[src/rtl/ddr_tempo_ctrl_if.sv]
// Control/status bundle for ddr_tempo_ctrl.
//   i_start/i_pause/i_stop : run-control pulses
//   i_level/i_level_req    : difficulty request (value + load pulse)
//   o_level_ack/o_level    : level applied pulse / active level
//   o_pix_en/o_seg_tick    : free-running clock-enable strobes
//   o_mov_tick/o_beat_cnt  : movement strobe / beats since fresh start
//   o_running              : high while in RUN
// slave = the scheduler, master = whoever drives the controls.
interface ddr_tempo_ctrl_if;
  logic        i_start;
  logic        i_pause;
  logic        i_stop;
  logic [1:0]  i_level;
  logic        i_level_req;
  logic        o_level_ack;
  logic [1:0]  o_level;
  logic        o_pix_en;
  logic        o_seg_tick;
  logic        o_mov_tick;
  logic [15:0] o_beat_cnt;
  logic        o_running;

  modport slave (
    input  i_start, i_pause, i_stop, i_level, i_level_req,
    output o_level_ack, o_level, o_pix_en, o_seg_tick, o_mov_tick,
           o_beat_cnt, o_running
  );

  modport master (
    output i_start, i_pause, i_stop, i_level, i_level_req,
    input  o_level_ack, o_level, o_pix_en, o_seg_tick, o_mov_tick,
           o_beat_cnt, o_running
  );
endinterface

[src/rtl/ddr_tempo_ctrl.sv]
// Tempo and tick scheduler for the DDR game. Generates single-cycle
// clock-enable strobes in the i_clk domain: pixel enable, seven-segment
// refresh tick and a difficulty-scaled movement tick gated by an
// IDLE/RUN/PAUSE state machine.
// Ports:
//   i_clk   : system clock (only clock)
//   i_rst_n : asynchronous active-low reset
//   io_ctl  : ddr_tempo_ctrl_if.slave control/status bundle
// Parameters:
//   PIX_DIV  : pixel-enable period in cycles
//   SEG_DIV  : seven-segment tick period in cycles
//   MOV_BASE : movement period at level 0 (>= 8); level n uses MOV_BASE >> n
module ddr_tempo_ctrl #(
  parameter int unsigned PIX_DIV  = 4,
  parameter int unsigned SEG_DIV  = 10002,
  parameter int unsigned MOV_BASE = 625002
) (
  input  logic            i_clk,
  input  logic            i_rst_n,
  ddr_tempo_ctrl_if.slave io_ctl
);

  localparam int unsigned PIX_W = (PIX_DIV > 1) ? $clog2(PIX_DIV) : 1;
  localparam int unsigned SEG_W = (SEG_DIV > 1) ? $clog2(SEG_DIV) : 1;
  localparam logic [PIX_W-1:0] PIX_LAST = PIX_W'(PIX_DIV - 1);
  localparam logic [SEG_W-1:0] SEG_LAST = SEG_W'(SEG_DIV - 1);
  localparam logic [23:0]      MOV_P0   = 24'(MOV_BASE);

  typedef enum logic [1:0] {ST_IDLE, ST_RUN, ST_PAUSE} state_t;

  // Free-running dividers
  logic [PIX_W-1:0] r_pix_cnt;
  logic [SEG_W-1:0] r_seg_cnt;
  logic             r_pix_en;
  logic             r_seg_tick;
  logic [PIX_W-1:0] w_pix_nxt;
  logic [SEG_W-1:0] w_seg_nxt;

  assign w_pix_nxt = (r_pix_cnt == PIX_LAST) ? '0 : r_pix_cnt + 1'b1;
  assign w_seg_nxt = (r_seg_cnt == SEG_LAST) ? '0 : r_seg_cnt + 1'b1;

  // Strobes are registered from the next count so each one is high
  // exactly while its counter holds DIV-1.
  always_ff @(posedge i_clk or negedge i_rst_n) begin
    if (!i_rst_n) begin
      r_pix_cnt  <= '0;
      r_seg_cnt  <= '0;
      r_pix_en   <= 1'b0;
      r_seg_tick <= 1'b0;
    end else begin
      r_pix_cnt  <= w_pix_nxt;
      r_seg_cnt  <= w_seg_nxt;
      r_pix_en   <= (w_pix_nxt == PIX_LAST);
      r_seg_tick <= (w_seg_nxt == SEG_LAST);
    end
  end

  // Movement scheduler
  state_t      r_state;
  logic [23:0] r_mov_cnt;
  logic [23:0] r_period;
  logic [15:0] r_beat_cnt;
  logic [1:0]  r_level;
  logic [1:0]  r_pend_level;
  logic        r_pend_vld;
  logic        r_mov_tick;
  logic        r_level_ack;
  logic        r_running;

  logic        w_due;
  logic        w_apply;
  logic [23:0] w_period_nxt;

  // r_period latches the length of the period in progress, so a level
  // applied while paused only shapes the periods that start afterwards.
  assign w_due        = (r_state == ST_RUN) && (r_mov_cnt == r_period - 24'd1);
  assign w_apply      = r_pend_vld &&
                        ((r_state != ST_RUN) || (w_due && !io_ctl.i_stop));
  assign w_period_nxt = MOV_P0 >> (w_apply ? r_pend_level : r_level);

  always_ff @(posedge i_clk or negedge i_rst_n) begin
    if (!i_rst_n) begin
      r_state      <= ST_IDLE;
      r_mov_cnt    <= '0;
      r_period     <= '0;
      r_beat_cnt   <= '0;
      r_level      <= '0;
      r_pend_level <= '0;
      r_pend_vld   <= 1'b0;
      r_mov_tick   <= 1'b0;
      r_level_ack  <= 1'b0;
      r_running    <= 1'b0;
    end else begin
      r_mov_tick  <= 1'b0;
      r_level_ack <= 1'b0;

      if (w_apply) begin
        r_level     <= r_pend_level;
        r_level_ack <= 1'b1;
      end
      // A request on the applying edge becomes the next pending value.
      if (io_ctl.i_level_req) begin
        r_pend_level <= io_ctl.i_level;
        r_pend_vld   <= 1'b1;
      end else if (w_apply) begin
        r_pend_vld <= 1'b0;
      end

      if (io_ctl.i_stop) begin
        r_state    <= ST_IDLE;
        r_running  <= 1'b0;
        r_mov_cnt  <= '0;
        r_beat_cnt <= '0;
      end else begin
        case (r_state)
          ST_IDLE: begin
            if (io_ctl.i_start) begin
              r_state    <= ST_RUN;
              r_running  <= 1'b1;
              r_mov_cnt  <= '0;
              r_beat_cnt <= '0;
              r_period   <= w_period_nxt;
            end
          end
          ST_RUN: begin
            // A tick due on the pause edge still fires and wraps.
            if (w_due) begin
              r_mov_tick <= 1'b1;
              r_mov_cnt  <= '0;
              r_beat_cnt <= r_beat_cnt + 16'd1;
              r_period   <= w_period_nxt;
            end else if (!io_ctl.i_pause) begin
              r_mov_cnt <= r_mov_cnt + 24'd1;
            end
            if (io_ctl.i_pause) begin
              r_state   <= ST_PAUSE;
              r_running <= 1'b0;
            end
          end
          ST_PAUSE: begin
            if (io_ctl.i_start) begin
              r_state   <= ST_RUN;
              r_running <= 1'b1;
            end
          end
          default: begin
            r_state   <= ST_IDLE;
            r_running <= 1'b0;
          end
        endcase
      end
    end
  end

  assign io_ctl.o_pix_en    = r_pix_en;
  assign io_ctl.o_seg_tick  = r_seg_tick;
  assign io_ctl.o_mov_tick  = r_mov_tick;
  assign io_ctl.o_beat_cnt  = r_beat_cnt;
  assign io_ctl.o_level     = r_level;
  assign io_ctl.o_level_ack = r_level_ack;
  assign io_ctl.o_running   = r_running;

endmodule

[src/flat_wrapper.sv]
// flat-port wrapper written by rule: the top's interface ports become plain ports
module ddr_tempo_ctrl_flat 
#(
  parameter int unsigned PIX_DIV  = 4,
  parameter int unsigned SEG_DIV  = 10002,
  parameter int unsigned MOV_BASE = 625002
)
  (i_clk, i_rst_n, io_ctl_i_start, io_ctl_i_pause, io_ctl_i_stop, io_ctl_i_level, io_ctl_i_level_req, io_ctl_o_level_ack, io_ctl_o_level, io_ctl_o_pix_en, io_ctl_o_seg_tick, io_ctl_o_mov_tick, io_ctl_o_beat_cnt, io_ctl_o_running);
  ddr_tempo_ctrl_if io_ctl_i ();
  input  logic i_clk;
  input  logic i_rst_n;
  input wire logic [$bits(io_ctl_i.i_start)-1:0] io_ctl_i_start;
  input wire logic [$bits(io_ctl_i.i_pause)-1:0] io_ctl_i_pause;
  input wire logic [$bits(io_ctl_i.i_stop)-1:0] io_ctl_i_stop;
  input wire logic [$bits(io_ctl_i.i_level)-1:0] io_ctl_i_level;
  input wire logic [$bits(io_ctl_i.i_level_req)-1:0] io_ctl_i_level_req;
  output wire logic [$bits(io_ctl_i.o_level_ack)-1:0] io_ctl_o_level_ack;
  output wire logic [$bits(io_ctl_i.o_level)-1:0] io_ctl_o_level;
  output wire logic [$bits(io_ctl_i.o_pix_en)-1:0] io_ctl_o_pix_en;
  output wire logic [$bits(io_ctl_i.o_seg_tick)-1:0] io_ctl_o_seg_tick;
  output wire logic [$bits(io_ctl_i.o_mov_tick)-1:0] io_ctl_o_mov_tick;
  output wire logic [$bits(io_ctl_i.o_beat_cnt)-1:0] io_ctl_o_beat_cnt;
  output wire logic [$bits(io_ctl_i.o_running)-1:0] io_ctl_o_running;
  assign io_ctl_i.i_start = io_ctl_i_start;
  assign io_ctl_i.i_pause = io_ctl_i_pause;
  assign io_ctl_i.i_stop = io_ctl_i_stop;
  assign io_ctl_i.i_level = io_ctl_i_level;
  assign io_ctl_i.i_level_req = io_ctl_i_level_req;
  assign io_ctl_o_level_ack = io_ctl_i.o_level_ack;
  assign io_ctl_o_level = io_ctl_i.o_level;
  assign io_ctl_o_pix_en = io_ctl_i.o_pix_en;
  assign io_ctl_o_seg_tick = io_ctl_i.o_seg_tick;
  assign io_ctl_o_mov_tick = io_ctl_i.o_mov_tick;
  assign io_ctl_o_beat_cnt = io_ctl_i.o_beat_cnt;
  assign io_ctl_o_running = io_ctl_i.o_running;
  ddr_tempo_ctrl #(.PIX_DIV(PIX_DIV), .SEG_DIV(SEG_DIV), .MOV_BASE(MOV_BASE)) u_core (.i_clk(i_clk), .i_rst_n(i_rst_n), .io_ctl(io_ctl_i));
endmodule
[config.mk]
export PLATFORM = sky130hd
export DESIGN_NAME = ddr_tempo_ctrl_flat
export DESIGN_NICKNAME = d
export VERILOG_FILES = /design/src/rtl/ddr_tempo_ctrl_if.sv /design/src/rtl/ddr_tempo_ctrl.sv /design/src/flat_wrapper.sv
export SDC_FILE = /design/constraint.sdc
export NUM_CORES = 1
export LEC_CHECK = 0
export ABC_AREA = 1
export BUFFER_PORTS_ARGS = -buffer_cell sky130_fd_sc_hd__clkbuf_2
export CAP_MARGIN = 20
export CORE_MARGIN = 1
export CORE_UTILIZATION = 35
export DETAILED_ROUTE_END_ITERATION = 8
export PLACE_DENSITY = 0.47
export SLEW_MARGIN = 20
export SYNTH_ARGS = -nofsm -noshare
export SYNTH_HDL_FRONTEND = slang
export SYNTH_SLANG_ARGS = --single-unit
[constraint.sdc]
create_clock -name i_clk -period 8.4 [get_ports i_clk]
set_input_delay 1.68 -clock i_clk [delete_from_list [all_inputs] [get_ports i_clk]]
set_output_delay 1.68 -clock i_clk [all_outputs]
set_load 0.005 [all_outputs]
==> results of run 1 <==
flip-flops by register name (all words and copies together) (netlist names), 2 cells and up:
name and cells:
u_core.io_ctl.o_level 2, u_core.r_state 2, u_core.r_period 12, u_core.io_ctl.o_beat_cnt 16, u_core.r_pend_level 2, u_core.r_seg_cnt 14
u_core.r_pix_cnt 2, u_core.r_mov_cnt 24
worst paths after layout:
path / from / end / slack (ns) / cells past startpoint
max: io_ctl_i_stop / u_core.r_mov_cnt[18]$_DFFE_PN0P_ / 4.72 / 11
min: u_core.r_pix_cnt[0]$_DFF_PN0_ / u_core.r_pix_cnt[0]$_DFF_PN0_ / 0.46 / 1
max reg2reg: u_core.r_period[6]$_DFFE_PN0P_ / u_core.r_period[16]$_DFFE_PN0P_ / 4.85 / 17
min reg2reg: u_core.r_pix_cnt[0]$_DFF_PN0_ / u_core.r_pix_cnt[0]$_DFF_PN0_ / 0.46 / 1
max in group asynchronous: i_rst_n / u_core.r_mov_cnt[15]$_DFFE_PN0P_ / 6.11 / 2
min in group asynchronous: i_rst_n / u_core.r_period[19]$_DFFE_PN0P_ / 1.22 / 1
cells by family (layout without fill, tap and decap cells):
logic type / Yosys count / count (layout) / synth area share
simple gates: 454 / 454 / 0.356
buf+inv: 122 / 149 / 0.0933
flops: 80 / 80 / 0.364
compound gates: 73 / 73 / 0.0844
xor+xnor: 44 / 44 / 0.0701
fa+ha+maj: 14 / 14 / 0.0318
cells in the mapped netlist, drive strengths merged (2+ instances only):
cell type	count	area share
nand2	227	0.16
nor2	107	0.080
inv	101	0.069
dfrtp	80	0.36
nand3	68	0.064
o21ai	51	0.057
xor2	29	0.046
nor3	24	0.022
xnor2	15	0.024
buf	14	0.019
ha	14	0.032
a21oi	12	0.013
nand4	12	0.014
clkbuf	6	0.0043
nand3b	5	0.0068
nor4	5	0.0057
or2	3	0.0034
a31o	2	0.0032
nor3b	2	0.0027
o22ai	2	0.0023
where the power goes:
group | switching [uW] | leakage, uW | internal (uW)
Sequential | 43.1 | 0.00106 | 409
Combinational | 202 | 0.00164 | 96.0
Clock | 159 | 0.000147 | 257
Total | 404 | 0.00285 | 763
worst max-delay path, delay by kind of cell:
kind,cells,cell delay (ns)
AO/OA/AOI/OAI,3,0.50
buffers and inverters,4,1.19
AND/OR/NAND/NOR,4,0.56
cells in the final DEF, fill, tap and decap left out, types with 3 or more instances in the layout:
| cell | count |
|---|---|
| a21oi_1 | 11 |
| buf_4 | 3 |
| clkbuf_16 | 9 |
| clkbuf_2 | 29 |
| dfrtp_1 | 80 |
| ha_1 | 14 |
| inv_1 | 98 |
| inv_2 | 3 |
| nand2_1 | 221 |
| nand2_2 | 6 |
| nand3_1 | 66 |
| nand3b_1 | 5 |
| nand4_1 | 12 |
| nor2_1 | 96 |
| nor2_2 | 9 |
| nor3_1 | 24 |
| nor4_1 | 5 |
| o21ai_0 | 28 |
| o21ai_1 | 7 |
| o21ai_2 | 16 |
| or2_2 | 3 |
| xnor2_1 | 15 |
| xor2_1 | 29 |
layer usage:
metal / up-vias / global-route usage / share of wire / wire, um
met5: - / 0 / 0 / 0
met4: 0 / 0.0658 / 0.017 / 241
met3: 16 / 0.0335 / 0.031 / 440
met2: 74 / 0.322 / 0.48 / 6830
met1: 2297 / 0.251 / 0.48 / 6800
li1: 2543 / - / - / -
per-stage QoR:
stage	instances	instance area [sq um]	hold slack, ns	worst slack [ns]	total power (uW)
floorplan	787	5500	0.428	5.15	683
global placement	1010	5800	0.438	4.41	756
detailed placement	1010	5800	0.448	4.32	757
CTS	1025	6110	0.465	4.68	1180
global route	1025	6110	0.480	4.41	1250
finish	1025	6110	0.458	4.72	1170
layout make-up:
| class | instances | area, sq um |
|---|---|---|
| Clock buffer | 9 | 225 |
| Tap cell | 211 | 264 |
| Fill cell | 1606 | 9150 |
| Clock inverter | 6 | 85.1 |
| Sequential cell | 80 | 2000 |
| Timing Repair Buffer | 32 | 168 |
| Multi-Input combinational cell | 585 | 2990 |
| Inverter | 102 | 383 |
==> flow_metrics.env, run 1 <==
export IMPL_status="complete, no violations"
export IMPL_hpwl_um=11000
export IMPL_die_area_sq_um=16200
export IMPL_cp_max_fo=33
export IMPL_p_leak_uw=0.00285
export IMPL_cp_cell_sequence="clkbuf_2 > inv_1 > nand2_1 > nor2_1 > inv_1 > o21ai_0 > a21oi_4 > nor2_2 > buf_4 > nand2_1 > o21ai_2"
export IMPL_worst_pin_slew_ns=0.826
export IMPL_wl_um=14300
export IMPL_startpoint_type="input pin"
export IMPL_synthFlopType="dfrtp_1"
export IMPL_ant_nets=0
export IMPL_yosysWarnings=0
export IMPL_grt_pass1_wl_um=24200
export IMPL_wire_per_inst_um=14.0
export IMPL_worstSkewPairLatency_ns=0.35
export IMPL_rsz0062_at_grt="no"
export IMPL_coreArea_sq_um=15300
export IMPL_htree_levels=3
export IMPL_synth_nets=809
export IMPL_area_delta_synth_final_pct=11.1
export IMPL_avgSynthCellArea_sq_um=6.99
export IMPL_hold_path_class="reg2reg"
export IMPL_drt_iter0_markers=282
export IMPL_synth_edff_count=0
export IMPL_max_cap_violations=0
export IMPL_grt_overflow_total=0
export IMPL_avgViaCountPerCell=4.81
export IMPL_max_stage_delay_ns=0.59
export IMPL_finalHoldViolCount=0
export IMPL_cts_setup_buffers=0
export IMPL_grt_pass1_vias=4784
export IMPL_post_route_util=0.401
export IMPL_yosysSeqAreaShare=0.364
export IMPL_grt_max_degree=59
export IMPL_synth_cell_type_count=39
export IMPL_synthCells=787
export IMPL_numPortBuffers=30
export IMPL_clockRootBuffer="clkbuf_16"
export IMPL_period_needed_ns=3.68
export IMPL_cp_required_ns=8.67
export IMPL_vdd_ir_drop_max_v=0.0000902
export IMPL_critPathArrivalTime_ns=3.96
export IMPL_synthArstFlopShare=1.00
export IMPL_start_util=0.360
export IMPL_clk_pin_slew_ns=0.06
export IMPL_drt_first_pass_iters=5
export IMPL_n_antenna_cell=0
export IMPL_setup_tns_ns=0
export IMPL_synth_seq_cells=80
export IMPL_drive_gt1_frac=0.112
export IMPL_finClkSkew_ns=0.00606
export IMPL_clk_path_buf_depth=2
export IMPL_p_per_area_nw_per_um2=191
export IMPL_fin_nets=832
export IMPL_setup_viol=0
export IMPL_antenna_found_initial=0
export IMPL_track_usage=0.193
export IMPL_maxSlewHeadroom=0.447
export IMPL_fp_dieW_um=127
export IMPL_netlist_area_sq_um=5500
export IMPL_hold_buffers=0
export IMPL_min_period_over_period=0.438
export IMPL_criticalPathCategory="in2reg"
export IMPL_place_gp_congestion=0.891
export IMPL_finalMaxSlewViolations=0
export IMPL_ios=31
export IMPL_cts_tree="built"
export IMPL_drc=0
export IMPL_numCtsBuffers=9
export IMPL_vias=4930
export IMPL_cts_resized=0
export IMPL_cts_sinks=80
export IMPL_max_freq_mhz=272
export IMPL_critPathCaptureType="flip-flop"
export IMPL_die_height_um=127
export IMPL_cpMaxStageDelayCell="inv_1"
export IMPL_row_count=45
Note: power is estimated with default switching activity, not from simulation.
==> run 2, diff against run 1 <==
--- a/config.mk
+++ b/config.mk
@@ -5,7 +5,7 @@
 export SDC_FILE = /design/constraint.sdc
 export NUM_CORES = 1
 export LEC_CHECK = 0
-export ABC_AREA = 1
+export ABC_AREA = 0
 export BUFFER_PORTS_ARGS = -buffer_cell sky130_fd_sc_hd__clkbuf_2
 export CAP_MARGIN = 20
 export CORE_MARGIN = 1
==> constraint.sdc (replaced) <==
create_clock -name i_clk -period 3.5 [get_ports i_clk]
set_input_delay 0.7 -clock i_clk [delete_from_list [all_inputs] [get_ports i_clk]]
set_output_delay 0.7 -clock i_clk [all_outputs]
set_load 0.005 [all_outputs]
==> run 2 against run 1 <==
Synthesized cell count decreased by 37%. Sequential power increased by 130%. The run now ends with setup timing left. Setup slack got worse by 4.8 ns. Critical path depth increased by 1. Critical path type is now reg2reg. Hold slack got worse by 0.099 ns.
==> flow_metrics.env, run 2 <==
export IMPL_synthArstFlopShare=1.00
export IMPL_fillers=1256
export IMPL_ant_nets=0
export IMPL_criticalPathCategory="reg2reg"
export IMPL_synth_area_leaders="dfrtp_1 (43%), xnor2_1 (6.4%), nor2_1 (4.8%)"
export IMPL_period_needed_ns=3.58
export IMPL_synth_cell_type_count=62
export IMPL_area_delta_synth_final_pct=27.3
export IMPL_finalMaxSlewViolations=0
export IMPL_synth_top_area_cell="dfrtp_1"
export IMPL_p_comb_frac=0.304
export IMPL_synthCells=499
export IMPL_die_area_sq_um=13800
export IMPL_pwr_share_clk=0.325
export IMPL_start_util=0.365
export IMPL_power_share_sequential=0.371
export IMPL_setup_tns_ns=-0.178
export IMPL_ys_top_cells_by_count="dfrtp_1 (80), nor2_1 (60), xnor2_1 (34)"
export IMPL_cp_max_fo=7
export IMPL_status="complete, but fails checks"
export IMPL_coreArea_sq_um=12800
export IMPL_hpwl_um=8350
export IMPL_p_per_area_nw_per_um2=471
export IMPL_track_usage=0.178
export IMPL_n_antenna_cell=0
export IMPL_vias=3929
export IMPL_p_int_uw=1920
export IMPL_drt_iter0_markers=188
export IMPL_synthFlopType="dfrtp_1"
export IMPL_globalRoute_busiestLayer="met2"
export IMPL_cp_required_ns=3.73
export IMPL_hold_ws_ns=0.359
export IMPL_place_gp_congestion=0.880
export IMPL_netlist_area_sq_um=4680
export IMPL_cts_sinks=80
export IMPL_clk_pin_slew_ns=0.06
export IMPL_min_period_over_period=1.02
export IMPL_switching_share=0.315
export IMPL_grt_pass1_wl_um=19500
export IMPL_vdd_ir_drop_max_v=0.000278
export IMPL_row_count=41
export IMPL_finalHoldViolCount=0
export IMPL_final_common_cell="dfrtp_1"
export IMPL_max_cap_violations=0
export IMPL_clockRootBuffer="clkbuf_16"
export IMPL_numPortBuffers=30
export IMPL_hold_buffers=0
export IMPL_p_leak_uw=0.00264
export IMPL_grt_max_degree=81
export IMPL_max_freq_mhz=280
export IMPL_synth_nets=521
export IMPL_yosysWarnings=0
export IMPL_synth_seq_cells=80
export IMPL_grt_pass1_vias=3948
export IMPL_critPathArrivalTime_ns=3.81
export IMPL_drive_gt1_frac=0.273
export IMPL_fp_dieW_um=118
export IMPL_largest_reg_flops=24
export IMPL_ios=31
export IMPL_setup_slack_ns=-0.0765
export IMPL_grtUsageMet1=0.231
export IMPL_maxSlewHeadroom=0.480
export IMPL_groute_layer_met3_usage=0.0300
export IMPL_setup_viol=8
export IMPL_violations="setup timing"
export IMPL_die_height_um=118
export IMPL_numCtsBuffers=9
export IMPL_finClkSkew_ns=0.00720
export IMPL_avgViaCountPerCell=5.11
export IMPL_hold_path_class="in2async"
export IMPL_fin_nets=614
export IMPL_antenna_found_initial=0
export IMPL_startpoint_type="flip-flop"
export IMPL_drt_first_pass_iters=4
export IMPL_clk_path_buf_depth=2
export IMPL_grt_overflow_total=0
export IMPL_drc=0
export IMPL_yosysMostFrequentCell="dfrtp_1"
export IMPL_htree_levels=3
export IMPL_cts_tree="built"
export IMPL_layout_common_cells="dfrtp_1 (80), buf_4 (66), nor2_1 (59)"
export IMPL_critPathCaptureType="flip-flop"
export IMPL_avgSynthCellArea_sq_um=9.38
export IMPL_yosysSeqAreaShare=0.428
export IMPL_wl_um=11800
export IMPL_top_register="u_core.r_mov_cnt"
export IMPL_synth_top_area_share=0.428
export IMPL_worst_pin_slew_ns=0.779
export IMPL_rsz0062_at_grt="yes"
export IMPL_synth_edff_count=0
export IMPL_wire_per_inst_um=15.3
export IMPL_met2_usage=0.285
export IMPL_switchingPower_uw=884
export IMPL_worstSkewPairLatency_ns=0.35
-- run 2: cell types whose count changed after synthesis, sizes merged, moves of 19 or more --
| cell | before | now |
|---|---|---|
| inv | 101 | 26 |
| xnor2 | 15 | 34 |
| nor2 | 107 | 60 |
| o21ai | 51 | 14 |
| nand2 | 227 | 33 |
| nand3 | 68 | 28 |
-- run 2: worst paths after layout --
kind,cells after the start,endpoint,slack (ns),from
worst max register to register,12,u_core.r_period[16]$_DFFE_PN0P_,-0.08,u_core.r_period[6]$_DFFE_PN0P_
worst max-delay path,12,u_core.r_period[16]$_DFFE_PN0P_,-0.08,u_core.r_period[6]$_DFFE_PN0P_
worst min-delay path,1,u_core.io_ctl.o_beat_cnt[15]$_DFFE_PN0P_,0.36,i_rst_n
worst min register to register,1,u_core.r_pix_cnt[0]$_DFF_PN0_,0.46,u_core.r_pix_cnt[0]$_DFF_PN0_
min in group i_clk,1,u_core.r_pix_cnt[0]$_DFF_PN0_,0.46,u_core.r_pix_cnt[0]$_DFF_PN0_
max in group asynchronous,1,u_core.r_seg_cnt[10]$_DFF_PN0_,2.55,i_rst_n
-- run 2: power groups by stage --
| stage | sequential (uW) | clock (uW) | combinational, uW |
|---|---|---|---|
| 2_1_floorplan | 1050 | 0 | 447 |
| 6_report | 1040 | 913 | 853 |
| 5_1_grt | 1050 | 985 | 944 |
| 3_3_place_gp | 1060 | 0 | 792 |
| 3_5_place_dp | 1060 | 0 | 798 |
| 4_1_cts | 1040 | 949 | 836 |
-- run 2: cell type report --
class	count	area [sq um]	share of cell area
clock inverters	5	40.0	0.00672
multi-input cells	375	2670	0.447
flip-flops and latches	80	2000	0.336
well taps	172	215	0.0361
repair buffers	100	697	0.117
clock buffers	11	243	0.0407
inverters	26	97.6	0.0164
-- run 2: per-stage QoR --
step | cells | total power, uW | area (sq um) | util | setup slack (ns)
floorplan | 499 | 1490 | 4740 | - | -0.168
global route | 769 | 2980 | 5960 | 0.465 | -0.231
global placement | 738 | 1850 | 5430 | 0.424 | -0.167
finish | 769 | 2810 | 5960 | 0.465 | -0.0765
CTS | 765 | 2830 | 5870 | 0.457 | -0.0371
detailed placement | 738 | 1860 | 5430 | 0.424 | -0.260
-- run 2: timing repair --
| item | in CTS | in global routing |
|---|---|---|
| resized for setup | 14 | 14 |
| setup endpoints to repair | 22 | 47 |
| setup buffers | 11 | 3 |
| cloned | 0 | 1 |
| pin swaps | 6 | 7 |
-- run 2: logic make-up (layout without fill, tap and decap cells) --
group                    after synthesis  count (layout)  synth area share
adder cells (fa/ha/maj)               14              14            0.0374
AO/OA/AOI/OAI                         66              67            0.0938
multiplexers                          18              18            0.0441
buffers and inverters                 45             142            0.0390
flip-flops                            80              80             0.428
XOR/XNOR                              54              54             0.101
AND/OR/NAND/NOR                      222             222             0.257
-- run 2: critical path, cell delays in order, from the launching register on --
cell and delay, ns:
dfrtp_1 0.40, inv_2 0.08, ha_4 0.13, or4b_4 0.54, or2_4 0.28, nor4_4 0.20, o2111ai_1 0.14, or4_4 0.58
o31a_1 0.30, o22ai_2 0.19, inv_1 0.08, ha_1 0.27, mux2_4 0.26
-- run 2: routing by layer --
metal  up-vias  wire, um
li1       1952         -
met2        59      5490
met3        18       342
met5         -         0
met1      1900      5700
met4         0       261
==> run 3, diff against run 2 <==
==> constraint.sdc (replaced) <==
create_clock -name i_clk -period 3.5 [get_ports i_clk]
set_input_delay 0.35 -clock i_clk [delete_from_list [all_inputs] [get_ports i_clk]]
set_output_delay 0.35 -clock i_clk [all_outputs]
set_load 0.005 [all_outputs]
==> run 3 against run 2 <==
The run still ends with setup timing left. Setup slack lost 0.031 ns. Highest routed layer unchanged. Critical path depth grew 1. Count of clock-buffer cells in the layout shrank 1. Fmax shrank 0.85%. Global-route usage shrank 0.43 points. Cell area grew 1.5%. Clock power shrank 1%. Sequential share of layout area shrank 0.47 points.
==> flow_metrics.env, run 3 (synthesis gave the netlist of run 2 again) <==
export IMPL_criticalPathCategory="reg2reg"
export IMPL_grt_pass1_wl_um=19200
export IMPL_die_height_um=118
export IMPL_max_cap_violations=0
export IMPL_cp_required_ns=3.73
export IMPL_cts_sinks=80
export IMPL_final_common_cell="dfrtp_1"
export IMPL_p_total_uw=2850
export IMPL_worstSkewPairLatency_ns=0.35
export IMPL_p_per_area_nw_per_um2=471
export IMPL_p_leak_uw=0.00265
export IMPL_setup_tns_ns=-0.509
export IMPL_startpoint_type="flip-flop"
export IMPL_drive_gt1_frac=0.286
export IMPL_grt_max_degree=65
export IMPL_area_delta_synth_final_pct=29.2
export IMPL_vias=3952
export IMPL_setup_viol=13
export IMPL_drc=0
export IMPL_clk_pin_slew_ns=0.07
export IMPL_cts_tree="built"
export IMPL_n_antenna_cell=0
export IMPL_status="complete, but fails checks"
export IMPL_finalHoldViolCount=0
export IMPL_wl_um=11500
export IMPL_track_usage=0.174
export IMPL_fp_dieW_um=118
export IMPL_critPathArrivalTime_ns=3.84
export IMPL_grt_pass1_vias=3922
export IMPL_hpwl_um=8330
export IMPL_worst_pin_slew_ns=0.830
export IMPL_critPathCaptureType="flip-flop"
export IMPL_hold_path_class="in2async"
export IMPL_fin_nets=611
export IMPL_clockRootBuffer="clkbuf_16"
export IMPL_rr_endpoint="u_core.r_period[17]$_DFFE_PN0P_"
export IMPL_min_period_over_period=1.03
export IMPL_row_count=41
export IMPL_wire_per_inst_um=15.0
export IMPL_vdd_ir_drop_max_v=0.000288
export IMPL_drt_iter0_markers=175
export IMPL_htree_levels=3
export IMPL_period_needed_ns=3.61
export IMPL_die_area_sq_um=13800
export IMPL_largest_reg_flops=24
export IMPL_start_util=0.365
export IMPL_drt_first_pass_iters=4
export IMPL_antenna_found_initial=0
export IMPL_grt_overflow_total=0
export IMPL_numCtsBuffers=9
export IMPL_layout_common_cells="dfrtp_1 (79), buf_4 (60), nor2_1 (59)"
export IMPL_worstSetupEndpoint="u_core.r_period[17]$_DFFE_PN0P_"
export IMPL_ant_nets=0
export IMPL_coreArea_sq_um=12800
export IMPL_numPortBuffers=30
export IMPL_setup_slack_ns=-0.107
export IMPL_crit_start="u_core.r_period[2]$_DFFE_PN0P_"
export IMPL_crit_reg2reg_launch="u_core.r_period[2]$_DFFE_PN0P_"
export IMPL_ff2ff_path_depth=13
export IMPL_avgViaCountPerCell=5.16
export IMPL_clk_path_buf_depth=2
export IMPL_hold_buffers=0
export IMPL_violations="setup timing"
export IMPL_max_freq_mhz=277
export IMPL_finalMaxSlewViolations=0
export IMPL_rrSetupSlack_ns=-0.11
export IMPL_top_register="u_core.r_mov_cnt"
export IMPL_place_gp_congestion=0.865
export IMPL_maxSlewHeadroom=0.446
export IMPL_cp_max_fo=7
export IMPL_ios=31
export IMPL_finClkSkew_ns=0.00936
export IMPL_rsz0062_at_grt="yes"
-- run 3: repair_timing --
item | CTS | global route
buffers inserted | 3 | 10
endpoints found under the setup margin | 22 | 21
gates cloned | 0 | 1
pin swaps | 5 | 16
gates resized for setup | 17 | 31
-- run 3: stage by stage --
step,hold slack [ns],instance area [sq um],setup slack [ns],instances,util
after global routing,0.167,6050,-0.223,766,0.472
after global placement,0.441,5450,-0.185,739,0.425
after floorplan,0.0544,4740,-0.168,499,-
after CTS,0.138,5840,-0.143,758,0.455
final,0.0946,6050,-0.107,766,0.472
after detailed placement,0.448,5450,-0.276,739,0.425
-- run 3: power by group --
part | switching (uW) | leakage [uW] | internal [uW] | total (uW)
logic | 441 | 0.00146 | 461 | 902
clock network | 410 | 0.000132 | 492 | 901
registers | 58.7 | 0.00106 | 985 | 1040
-- run 3: critical path: stages, from the launching register on --
cell       delay, ns
dfrtp_1         0.40
inv_2           0.08
ha_4            0.13
or4b_4          0.56
buf_6           0.17
nor2_4          0.07
and4_4          0.23
o2111ai_2       0.12
or4_4           0.60
o31a_1          0.32
o22ai_2         0.25
inv_1           0.13
ha_4            0.17
mux2_4          0.25
-- run 3: area by class of cell --
class | count | area (sq um)
clock buffers | 10 | 229
fillers | 1264 | 6780
inverters | 26 | 97.6
clock inverters | 6 | 52.6
multi-input cells | 375 | 2760
well taps | 172 | 215
flip-flops and latches | 80 | 2000
repair buffers | 97 | 694
-- run 3: per-layer routing --
metal | GRT usage | vias to the layer above | part of all wire
li1 | - | 1947 | -
met1 | 0.217 | 1926 | 0.47
met3 | 0.0547 | 16 | 0.036
met4 | 0.0569 | 0 | 0.016
met5 | 0 | - | 0
met2 | 0.285 | 63 | 0.48
-- run 3: worst min-delay path by stage --
stage                                                          end  slack, ns  cells after the start
final                     u_core.io_ctl.o_beat_cnt[15]$_DFFE_PN0P_       0.09                      1
after global routing      u_core.io_ctl.o_beat_cnt[13]$_DFFE_PN0P_       0.17                      1
after CTS                 u_core.io_ctl.o_beat_cnt[15]$_DFFE_PN0P_       0.14                      1
after detailed placement             u_core.r_pix_cnt[0]$_DFF_PN0_       0.45                      1
after global placement               u_core.r_pix_cnt[0]$_DFF_PN0_       0.44                      1
after floorplan            u_core.io_ctl.o_beat_cnt[0]$_DFFE_PN0P_       0.05                      0
